**src/rtl/dcache_miss_ctrl_pkg.sv**
```systemverilog
`default_nettype none
// ============================================================================
// Module      : dcache_miss_ctrl_pkg
// Description : Shared types and constants for the data-cache miss sequencer.
//               Holds the sequencer state encoding, default geometry and
//               helpers that derive address field widths from the geometry.
// Ports       : none (package)
// Revision    : 1.0 - initial release
// ============================================================================
package dcache_miss_ctrl_pkg;

    // Sequencer states; explicit 2-bit encoding.
    typedef enum logic [1:0] {
        ST_IDLE   = 2'd0,
        ST_WB     = 2'd1,
        ST_REFILL = 2'd2,
        ST_DONE   = 2'd3
    } state_t;

    localparam int C_DEF_MEM_LAT    = 4;
    localparam int C_DEF_LINE_WORDS = 4;
    localparam int C_DEF_INDEX_W    = 3;

    // Lowest address bit of the set index: word offset bits plus byte offset.
    function automatic int index_lsb(input int line_words);
        return $clog2(line_words) + 2;
    endfunction

    // Tag covers everything above the index field of a 32-bit byte address.
    function automatic int tag_width(input int index_w, input int line_words);
        return 32 - index_w - index_lsb(line_words);
    endfunction

endpackage : dcache_miss_ctrl_pkg
`default_nettype wire

```
**src/rtl/dcache_miss_ctrl_if.sv**
```systemverilog
`default_nettype none
// ============================================================================
// Module      : dcache_miss_ctrl_if
// Description : Bundle between the miss sequencer, the MEM-stage pipeline,
//               the cache array and the data-memory port.
//               master : the miss sequencer (drives stall / memory / array
//                        control, samples request and array status)
//               slave  : pipeline + array + memory side
// Signals     : req, req_we, req_addr      MEM-stage access
//               hit, victim_dirty/tag/word  array status for indexed line
//               mem_rdata                   data memory read data
//               stall                       pipeline freeze
//               mem_req/we/addr/wdata       data memory port
//               word_idx, fill_we, tag_we, dirty_set   array control
// Revision    : 1.0 - initial release
// ============================================================================
interface dcache_miss_ctrl_if #(
    parameter int WORD_W = 2,
    parameter int TAG_W  = 25
);
    logic              req;
    logic              req_we;
    logic [31:0]       req_addr;
    logic              hit;
    logic              victim_dirty;
    logic [TAG_W-1:0]  victim_tag;
    logic [31:0]       victim_word;
    logic [31:0]       mem_rdata;

    logic              stall;
    logic              mem_req;
    logic              mem_we;
    logic [31:0]       mem_addr;
    logic [31:0]       mem_wdata;
    logic [WORD_W-1:0] word_idx;
    logic              fill_we;
    logic              tag_we;
    logic              dirty_set;

    modport master (
        input  req, req_we, req_addr, hit, victim_dirty, victim_tag,
               victim_word, mem_rdata,
        output stall, mem_req, mem_we, mem_addr, mem_wdata, word_idx,
               fill_we, tag_we, dirty_set
    );

    modport slave (
        output req, req_we, req_addr, hit, victim_dirty, victim_tag,
               victim_word, mem_rdata,
        input  stall, mem_req, mem_we, mem_addr, mem_wdata, word_idx,
               fill_we, tag_we, dirty_set
    );
endinterface : dcache_miss_ctrl_if
`default_nettype wire

```
**src/rtl/dcache_miss_ctrl_timer.sv**
```systemverilog
`default_nettype none
// ============================================================================
// Module      : dcache_miss_ctrl_timer
// Description : Memory word timer. Counts MEM_LAT cycles per word and steps
//               the word index through the line. Both counters return to 0
//               after the last cycle of the last word, so the same timer
//               serves write-back and refill back to back.
// Ports       : i_clk, i_rst_n   clock, async active-low reset
//               i_en             a word transfer phase is active
//               o_word_idx       word within the line
//               o_last_cycle     final latency cycle of the current word
//               o_last_word      current word is the last of the line
// Revision    : 1.0 - initial release
// ============================================================================
module dcache_miss_ctrl_timer #(
    parameter int MEM_LAT    = 4,
    parameter int LINE_WORDS = 4,
    parameter int WORD_W     = $clog2(LINE_WORDS)
) (
    input  wire logic              i_clk,
    input  wire logic              i_rst_n,
    input  wire logic              i_en,
    output logic [WORD_W-1:0]      o_word_idx,
    output logic                   o_last_cycle,
    output logic                   o_last_word
);

    // A single-cycle latency still needs a 1-bit counter to stay legal.
    localparam int CNT_W = (MEM_LAT > 1) ? $clog2(MEM_LAT) : 1;

    logic [CNT_W-1:0]  r_cyc;
    logic [WORD_W-1:0] r_word;

    always_ff @(posedge i_clk or negedge i_rst_n) begin
        if (!i_rst_n) begin
            r_cyc  <= '0;
            r_word <= '0;
        end else if (i_en) begin
            if (o_last_cycle) begin
                r_cyc  <= '0;
                r_word <= o_last_word ? '0 : r_word + WORD_W'(1);
            end else begin
                r_cyc  <= r_cyc + CNT_W'(1);
            end
        end
    end

    assign o_last_cycle = (r_cyc == CNT_W'(MEM_LAT - 1));
    assign o_last_word  = (r_word == WORD_W'(LINE_WORDS - 1));
    assign o_word_idx   = r_word;

endmodule : dcache_miss_ctrl_timer
`default_nettype wire

```
**src/rtl/dcache_miss_ctrl.sv**
```systemverilog
`default_nettype none
// ============================================================================
// Module      : dcache_miss_ctrl
// Description : Miss sequencer for a direct-mapped, write-back,
//               write-allocate data cache. On a miss it stalls the pipeline,
//               writes back a dirty victim word by word, refills the line in
//               order 0..LINE_WORDS-1, writes tag/valid, then releases the
//               stall so the replayed access hits.
// Ports       : i_clk     clock, all state on rising edge
//               i_rst_n   asynchronous active-low reset
//               bus       dcache_miss_ctrl_if.master (request, array status,
//                         memory port, array control, stall)
// Revision    : 1.0 - initial release
// ============================================================================
module dcache_miss_ctrl
    import dcache_miss_ctrl_pkg::*;
#(
    parameter int MEM_LAT    = C_DEF_MEM_LAT,
    parameter int LINE_WORDS = C_DEF_LINE_WORDS,
    parameter int INDEX_W    = C_DEF_INDEX_W,
    parameter int TAG_W      = tag_width(INDEX_W, LINE_WORDS)
) (
    input  wire logic          i_clk,
    input  wire logic          i_rst_n,
    dcache_miss_ctrl_if.master bus
);

    localparam int WORD_W  = $clog2(LINE_WORDS);
    localparam int IDX_LSB = index_lsb(LINE_WORDS);

    state_t             r_state;
    state_t             w_next;

    logic [TAG_W-1:0]   r_tag;
    logic [INDEX_W-1:0] r_index;
    logic [TAG_W-1:0]   r_victim_tag;

    logic [WORD_W-1:0]  w_word_idx;
    logic               w_last_cycle;
    logic               w_last_word;
    logic               w_timer_en;
    logic               w_phase_end;
    logic               w_miss;
    logic               w_unused_bits;

    // Byte/word offset of the request and the memory read data are not
    // needed here: the array takes read data directly under fill_we.
    assign w_unused_bits = ^{bus.req_addr[IDX_LSB-1:0], bus.mem_rdata};

    assign w_miss      = bus.req & ~bus.hit;
    assign w_timer_en  = (r_state == ST_WB) || (r_state == ST_REFILL);
    assign w_phase_end = w_last_cycle & w_last_word;

    dcache_miss_ctrl_timer #(
        .MEM_LAT    (MEM_LAT),
        .LINE_WORDS (LINE_WORDS),
        .WORD_W     (WORD_W)
    ) u_timer (
        .i_clk        (i_clk),
        .i_rst_n      (i_rst_n),
        .i_en         (w_timer_en),
        .o_word_idx   (w_word_idx),
        .o_last_cycle (w_last_cycle),
        .o_last_word  (w_last_word)
    );

    // ---------------------------------------------------------------- state
    always_ff @(posedge i_clk or negedge i_rst_n) begin
        if (!i_rst_n) begin
            r_state <= ST_IDLE;
        end else begin
            r_state <= w_next;
        end
    end

    // Miss address and victim tag are frozen at miss detection so later
    // pipeline activity on the request lines cannot disturb the sequence.
    always_ff @(posedge i_clk or negedge i_rst_n) begin
        if (!i_rst_n) begin
            r_tag        <= '0;
            r_index      <= '0;
            r_victim_tag <= '0;
        end else if ((r_state == ST_IDLE) && w_miss) begin
            r_tag        <= bus.req_addr[31 -: TAG_W];
            r_index      <= bus.req_addr[IDX_LSB +: INDEX_W];
            r_victim_tag <= bus.victim_tag;
        end
    end

    // ----------------------------------------------------------- next state
    always_comb begin
        w_next = r_state;
        case (r_state)
            ST_IDLE: begin
                if (w_miss) begin
                    w_next = bus.victim_dirty ? ST_WB : ST_REFILL;
                end
            end
            ST_WB: begin
                if (w_phase_end) begin
                    w_next = ST_REFILL;
                end
            end
            ST_REFILL: begin
                if (w_phase_end) begin
                    w_next = ST_DONE;
                end
            end
            ST_DONE: begin
                w_next = ST_IDLE;
            end
            default: begin
                w_next = ST_IDLE;
            end
        endcase
    end

    // -------------------------------------------------------------- outputs
    always_comb begin
        bus.stall     = 1'b0;
        bus.mem_req   = 1'b0;
        bus.mem_we    = 1'b0;
        bus.mem_addr  = '0;
        bus.mem_wdata = '0;
        bus.word_idx  = w_word_idx;
        bus.fill_we   = 1'b0;
        bus.tag_we    = 1'b0;
        bus.dirty_set = 1'b0;
        case (r_state)
            ST_IDLE: begin
                // Reset already forces IDLE; the reset term keeps the two
                // request-driven outputs low while reset is held as well.
                bus.stall     = w_miss & i_rst_n;
                bus.dirty_set = bus.req & bus.req_we & bus.hit & i_rst_n;
            end
            ST_WB: begin
                bus.stall     = 1'b1;
                bus.mem_req   = 1'b1;
                bus.mem_we    = 1'b1;
                bus.mem_addr  = {r_victim_tag, r_index, w_word_idx, 2'b00};
                bus.mem_wdata = bus.victim_word;
            end
            ST_REFILL: begin
                bus.stall     = 1'b1;
                bus.mem_req   = 1'b1;
                bus.mem_addr  = {r_tag, r_index, w_word_idx, 2'b00};
                // Memory data is valid only on the last latency cycle.
                bus.fill_we   = w_last_cycle;
            end
            ST_DONE: begin
                bus.stall     = 1'b1;
                bus.tag_we    = 1'b1;
            end
            default: begin
                bus.stall     = 1'b0;
            end
        endcase
    end

endmodule : dcache_miss_ctrl
`default_nettype wire
```
**src/flat_wrapper.sv**
```systemverilog
// flat-port wrapper written by rule: the top's interface ports become plain ports
module dcache_miss_ctrl_flat import dcache_miss_ctrl_pkg::*;
#(
    parameter int MEM_LAT    = C_DEF_MEM_LAT,
    parameter int LINE_WORDS = C_DEF_LINE_WORDS,
    parameter int INDEX_W    = C_DEF_INDEX_W,
    parameter int TAG_W      = tag_width(INDEX_W, LINE_WORDS)
)
  (i_clk, i_rst_n, bus_req, bus_req_we, bus_req_addr, bus_hit, bus_victim_dirty, bus_victim_tag, bus_victim_word, bus_mem_rdata, bus_stall, bus_mem_req, bus_mem_we, bus_mem_addr, bus_mem_wdata, bus_word_idx, bus_fill_we, bus_tag_we, bus_dirty_set);
  dcache_miss_ctrl_if #(.TAG_W(TAG_W)) bus_i ();
  input  wire logic i_clk;
  input  wire logic i_rst_n;
  input wire logic [$bits(bus_i.req)-1:0] bus_req;
  input wire logic [$bits(bus_i.req_we)-1:0] bus_req_we;
  input wire logic [$bits(bus_i.req_addr)-1:0] bus_req_addr;
  input wire logic [$bits(bus_i.hit)-1:0] bus_hit;
  input wire logic [$bits(bus_i.victim_dirty)-1:0] bus_victim_dirty;
  input wire logic [$bits(bus_i.victim_tag)-1:0] bus_victim_tag;
  input wire logic [$bits(bus_i.victim_word)-1:0] bus_victim_word;
  input wire logic [$bits(bus_i.mem_rdata)-1:0] bus_mem_rdata;
  output wire logic [$bits(bus_i.stall)-1:0] bus_stall;
  output wire logic [$bits(bus_i.mem_req)-1:0] bus_mem_req;
  output wire logic [$bits(bus_i.mem_we)-1:0] bus_mem_we;
  output wire logic [$bits(bus_i.mem_addr)-1:0] bus_mem_addr;
  output wire logic [$bits(bus_i.mem_wdata)-1:0] bus_mem_wdata;
  output wire logic [$bits(bus_i.word_idx)-1:0] bus_word_idx;
  output wire logic [$bits(bus_i.fill_we)-1:0] bus_fill_we;
  output wire logic [$bits(bus_i.tag_we)-1:0] bus_tag_we;
  output wire logic [$bits(bus_i.dirty_set)-1:0] bus_dirty_set;
  assign bus_i.req = bus_req;
  assign bus_i.req_we = bus_req_we;
  assign bus_i.req_addr = bus_req_addr;
  assign bus_i.hit = bus_hit;
  assign bus_i.victim_dirty = bus_victim_dirty;
  assign bus_i.victim_tag = bus_victim_tag;
  assign bus_i.victim_word = bus_victim_word;
  assign bus_i.mem_rdata = bus_mem_rdata;
  assign bus_stall = bus_i.stall;
  assign bus_mem_req = bus_i.mem_req;
  assign bus_mem_we = bus_i.mem_we;
  assign bus_mem_addr = bus_i.mem_addr;
  assign bus_mem_wdata = bus_i.mem_wdata;
  assign bus_word_idx = bus_i.word_idx;
  assign bus_fill_we = bus_i.fill_we;
  assign bus_tag_we = bus_i.tag_we;
  assign bus_dirty_set = bus_i.dirty_set;
  dcache_miss_ctrl #(.MEM_LAT(MEM_LAT), .LINE_WORDS(LINE_WORDS), .INDEX_W(INDEX_W), .TAG_W(TAG_W)) u_core (.i_clk(i_clk), .i_rst_n(i_rst_n), .bus(bus_i));
endmodule
```
**config.mk**
```make
export PLATFORM = sky130hd
export DESIGN_NAME = dcache_miss_ctrl_flat
export DESIGN_NICKNAME = d
export VERILOG_FILES = /design/src/rtl/dcache_miss_ctrl_pkg.sv /design/src/rtl/dcache_miss_ctrl_if.sv /design/src/rtl/dcache_miss_ctrl_timer.sv /design/src/rtl/dcache_miss_ctrl.sv /design/src/flat_wrapper.sv
export SDC_FILE = /design/constraint.sdc
export NUM_CORES = 1
export LEC_CHECK = 0
export CORE_UTILIZATION = 35
export CTS_CLUSTER_DIAMETER = 60
export DETAILED_ROUTE_END_ITERATION = 16
export PLACE_DENSITY = 0.76
export SKIP_CTS_REPAIR_TIMING = 1
export SYNTH_ARGS = -nofsm -noshare
export SYNTH_HDL_FRONTEND = slang
export SYNTH_SLANG_ARGS = --single-unit
```
**constraint.sdc**
```tcl
create_clock -name i_clk -period 2.75 [get_ports i_clk]
set_input_delay 0.55 -clock i_clk [delete_from_list [all_inputs] [get_ports i_clk]]
set_output_delay 0.55 -clock i_clk [all_outputs]
set_load 0.01 [all_outputs]
```
# Word level (Yosys, flattened, before mapping)
# Index checks and enable logic that the tools add are counted.
[word_totals]
reg_bits = 59
mem_bits_ro = 0
mem_bits_rw = 0
mem_count = 0
word_cells = 45
latchBits = 0
[op_classes]
div = 0
eq_ne = 8
mul = 0
mux = 15
shifts = 0
n_reduce_logical = 7
order_cmp = 0
n_addsub = 2
n_bitwise = 7
[op_table]
columns = ["operator", "count"]
rows = [
  ["32-bit one-hot mux with 2 select lines", 1],
  ["32-bit 2-to-1 mux", 1],
  ["2-bit 2-to-1 mux", 6],
  ["2-bit == test, second input constant", 4],
  ["2-bit one-hot mux with 4 select lines", 1],
  ["1-bit bitwise AND", 6],
  ["2-bit by 1-bit inequality test with 1-bit output, second input constant", 3],
  ["1-bit 2-to-1 mux", 5],
  ["2-bit by 1-bit adder with 2-bit output, second input constant", 2],
  ["3-bit AND reduction", 1],
  ["3-bit OR reduction", 1],
  ["2-bit by 1-bit == test with 1-bit output, second input constant", 1],
  ["2-bit logical NOT", 1],
  ["1-bit one-hot mux with 2 select lines", 1],
  ["2-bit AND reduction", 1],
  ["2-bit OR reduction", 1],
  ["1-bit logical AND", 1],
  ["1-bit logical OR", 1],
  ["1-bit inverter", 1],
]

# Depth between registers and ports, before layout
[depth]
word_depth = 4
ltp_mapped = 7

# By module
# From an unflattened synthesis, not the netlist that was laid out.
[unflattened]
cells_unflattened = 254
area_unflattened_um2 = 3275.6
[modules_own_cells]
columns = ["module", "area_each_um2", "cells_per_inst", "seq_area_each_um2", "n_inst"]
rows = [
  ["dcache_miss_ctrl", 3070.4, 240, 1376.3, 1],
  ["dcache_miss_ctrl_timer", 205.2, 14, 100.1, 1],
]

# Least setup slack after synthesis
# No wires, ideal clock.
[synth_timing]
kind = "flip-flop to output port"
start = "register u_core.r_state[0]"
end = "output bus_mem_addr[11]"
setup_slack_ns = 0.663
stages_incl_launch_ff = 6
arrival_time_ns = 1.537
n_path_buf = 2
path_cell_list = "dfrtp_1 inv_1 ha_1 clkbuf_1 clkbuf_1 nor2b_1"
[synth_via]
elab_chain_len = 2
elab_cells_between_ends = 3
cone_classes = "eq/ne (2); mux (1)"
[synth_lines]
columns = ["element", "line_no", "source"]
rows = [
  ["from (decl)", "dcache_miss_ctrl.sv:31", "state_t r_state;"],
  ["from (signal assigned)", "dcache_miss_ctrl.sv:72", "r_state <= w_next;"],
  ["2-bit == test / 2-bit by 1-bit == test with 1-bit output (equally long branches)", "dcache_miss_ctrl.sv:129", "case (r_state)"],
  ["32-bit one-hot mux with 2 select lines *", "dcache_miss_ctrl.sv:129", ""],
  ["to (decl)", "flat_wrapper.sv:24", "output wire logic [$bits(bus_i.mem_addr)-1:0] bus_mem_addr;"],
]
# Mark *: on every way between the ends. The rest lies on a longest branch, timed or not.

# Worst setup path in the final report
[layout_timing]
start = "register u_core.r_state[0]"
end = "output bus_mem_addr[6]"
# Same word-level chain as after synthesis.

==> flow_metrics.py <==
metrics = {
    "sta": {
        "final_max_slew_viol_count": 0,
        "setup_viol": 0,
        "finalHoldViolations": 0,
        "fin_tns_setup_ns": 0,
        "fin_skew_ns": 0.004231,
        "relSlewSlack_pct": 52.57,
        "finalWorstSetupSlack_ns": 0.1009,
        "fin_crit_ns": 2.649,
        "worst_slew_pin_slew_ns": 0.7114,
        "post-route-period-util_pct": 96.33,
        "max_freq_mhz": 377.5,
    },
    "routing": {
        "wl_per_cell_um": 16.36,
        "drc": 0,
        "vias": 2567,
        "first_pass_iters": 4,
        "drt_iter0_markers": 60,
        "drtAntennaViolNets": 0,
        "vias_per_cell": 4.853,
        "drt-total-wl_um": 8657,
    },
    "synthesis": {
        "synth_seq_area_share_pct": 45.09,
        "synth_top_area_share_pct": 45.09,
        "syn-instance-count": 254,
        "yosysWarningCount": 0,
        "synthTopCellsByArea": "dfrtp_1, mux2_4, and2_1",
        "yosysUniqueCellTypes": 30,
        "ys_ff_latch": 59,
        "synth_top_area_cell": "dfrtp_1",
        "netlist_area_sq_mm": 0.003274,
        "syn_avg_cell_area_sq_um": 12.89,
    },
    "die": {
        "start_util_pct": 36.83,
        "io-pin-count": 199,
        "dieArea_sq_mm": 0.009747,
        "core_sq_mm": 0.008891,
        "die_h_um": 98.73,
        "die_w_um": 98.73,
        "num_rows": 34,
    },
    "setup_path": {
        "criticalPathCategory": "reg -> out",
        "crit_arrival_ns": 2.10,
        "r2r_slack_ns": 0.79,
        "required_ns": 2.20,
        "critPathCaptureType": "output pin",
        "cp_max_fo": 18,
        "cp-start-kind": "flop",
    },
    "job": {
        "maxCapViolations": 0,
    },
    "grt": {
        "antenna_found_initial": 0,
        "grt_max_degree": 58,
        "grt_first_pass_wirelength_um": 13750,
        "grt_overflow": 0,
        "grtUsageTotal_pct": 18.22,
        "grt_pass1_vias": 2753,
    },
    "power_and_ir_drop": {
        "peakVddDrop_uv": 495.5,
        "powerDensity_mw_per_mm2": 1035,
        "p_leak_nw": 2.364,
    },
    "placed_design": {
        "place_hpwl_um": 6216,
        "routabilityCongestion": 0.7828,
        "portBuffers": 160,
        "post-place-ws_ns": 0.2727,
    },
    "layout": {
        "layout_commonest_cell": "clkdlybuf4s50_1",
        "antenna_cells": 0,
        "layout_common_cells": "clkdlybuf4s50_1, dfrtp_1, mux2_4",
        "finalNetCount": 550,
        "area_delta_synth_final_pct": 59.69,
        "drive_gt1_share_pct": 21.38,
        "nFillCells": 723,
    },
    "clock_tree": {
        "htreeDepth": 3,
        "clkLatencyLatePin_ns": 0.33,
        "cts_tree": "done",
        "cts-buffers-inserted": 9,
        "clkSinkCount": 59,
        "worst_setup_hold_path_clk_slew_ns": 0.07,
        "clockBufferDepth": 2,
        "ctsRootBufferMaster": "clkbuf_8",
    },
    "status": {
        "status": "completed",
    },
    "worst_hold_path": {
        "hold_path_class": "in -> async",
    },
}
## metrics by stage
step           instances  area, sq um  power [mW]  util (%)  hold slack, ns
6_report             529         5229       5.414     58.81         0.02367
5_1_grt              529         5229       5.763     58.81        0.005474
4_1_cts              528         5162       5.376     58.06        0.002895
3_5_place_dp         512         4935       4.439     55.50          0.3682
3_3_place_gp         512         4935       4.367     55.50          0.3623
2_1_floorplan        255         3278       3.213         -          0.2544
## where the power goes
group / switching, mW / internal, mW / total [mW]
sequential: 0.263 / 1.30 / 1.56
clock: 0.336 / 0.559 / 0.895
combinational: 1.12 / 1.84 / 2.96
total: 1.72 / 3.69 / 5.41
## cell families after synthesis
| family | after synthesis | share of synthesized area [%] |
|---|---|---|
| compound gates | 34 | 7.681 |
| fa+ha+maj | 7 | 2.675 |
| buf+inv | 23 | 5.617 |
| flops | 59 | 45.09 |
| mux | 56 | 24.99 |
| other cells | 1 | 0.1145 |
| simple gates | 74 | 13.83 |
## synthesized netlist by cell type, drive strengths merged
master and count:
a211o 1, a21o 1, a21oi 2, a22oi 25, a2bb2oi 1, and2 38
and3 1, buf 11, clkbuf 9, conb 1, dfrtp 59, ha 7
inv 3, mux2 56, nand2 2, nand2b 2, nand3 1, nand4b 1
nor2 2, nor2b 25, nor3 1, o21a 2, o21ai 1, o22a 1
or2 1
## sequential cells by signal, summed over array words and instances, names as in the netlist
name,flops
u_core.r_tag,25
u_core.r_victim_tag,25
u_core.r_index,3
u_core.r_state,2
u_core.u_timer.o_word_idx,2
u_core.u_timer.r_cyc,2
## routing by layer
layer / vias to the layer above / wire length [um] / GRT usage [%] / share of wire [%]
li1: 1194 / - / - / -
met1: 1282 / 3972 / 23.99 / 46
met2: 82 / 4178 / 29.90 / 48
met3: 9 / 434 / 4.823 / 5.0
met4: 0 / 72 / 4.592 / 0.83
met5: - / 0 / 0 / 0
## layout make-up
| class | count | area [sq um] | share of cell area, % |
|---|---|---|---|
| Tap cell | 108 | 135.1 | 2.584 |
| Clock buffer | 12 | 155.1 | 2.967 |
| Inverter | 3 | 11.26 | 0.2154 |
| Sequential cell | 59 | 1478 | 28.26 |
| Timing Repair Buffer | 170 | 1728 | 33.05 |
| Multi-Input combinational cell | 173 | 1649 | 31.54 |
| Clock inverter | 4 | 72.57 | 1.388 |
## final timing paths
| path | start | to | depth (start not counted) |
|---|---|---|---|
| min in group i_clk | u_core.r_tag[21] | u_core.r_tag[21] | 1 |
| worst max-delay path | u_core.r_state[0] | bus_mem_addr[6] | 6 |
| worst min-delay path | i_rst_n | u_core.r_state[1] | 1 |
| worst max register to register | u_core.r_state[1] | u_core.r_victim_tag[14] | 6 |
| max in group asynchronous | i_rst_n | u_core.r_tag[2] | 2 |
| worst min register to register | u_core.r_tag[21] | u_core.r_tag[21] | 1 |
## critical path, stage by stage (launching register included)
cell and delay [ns]:
dfrtp_2 0.44, inv_2 0.10, ha_2 0.21, buf_12 0.16, o21a_2 0.19, and2_1 0.14, clkdlybuf4s50_1 0.53
Power figures use the tool's default switching activity.
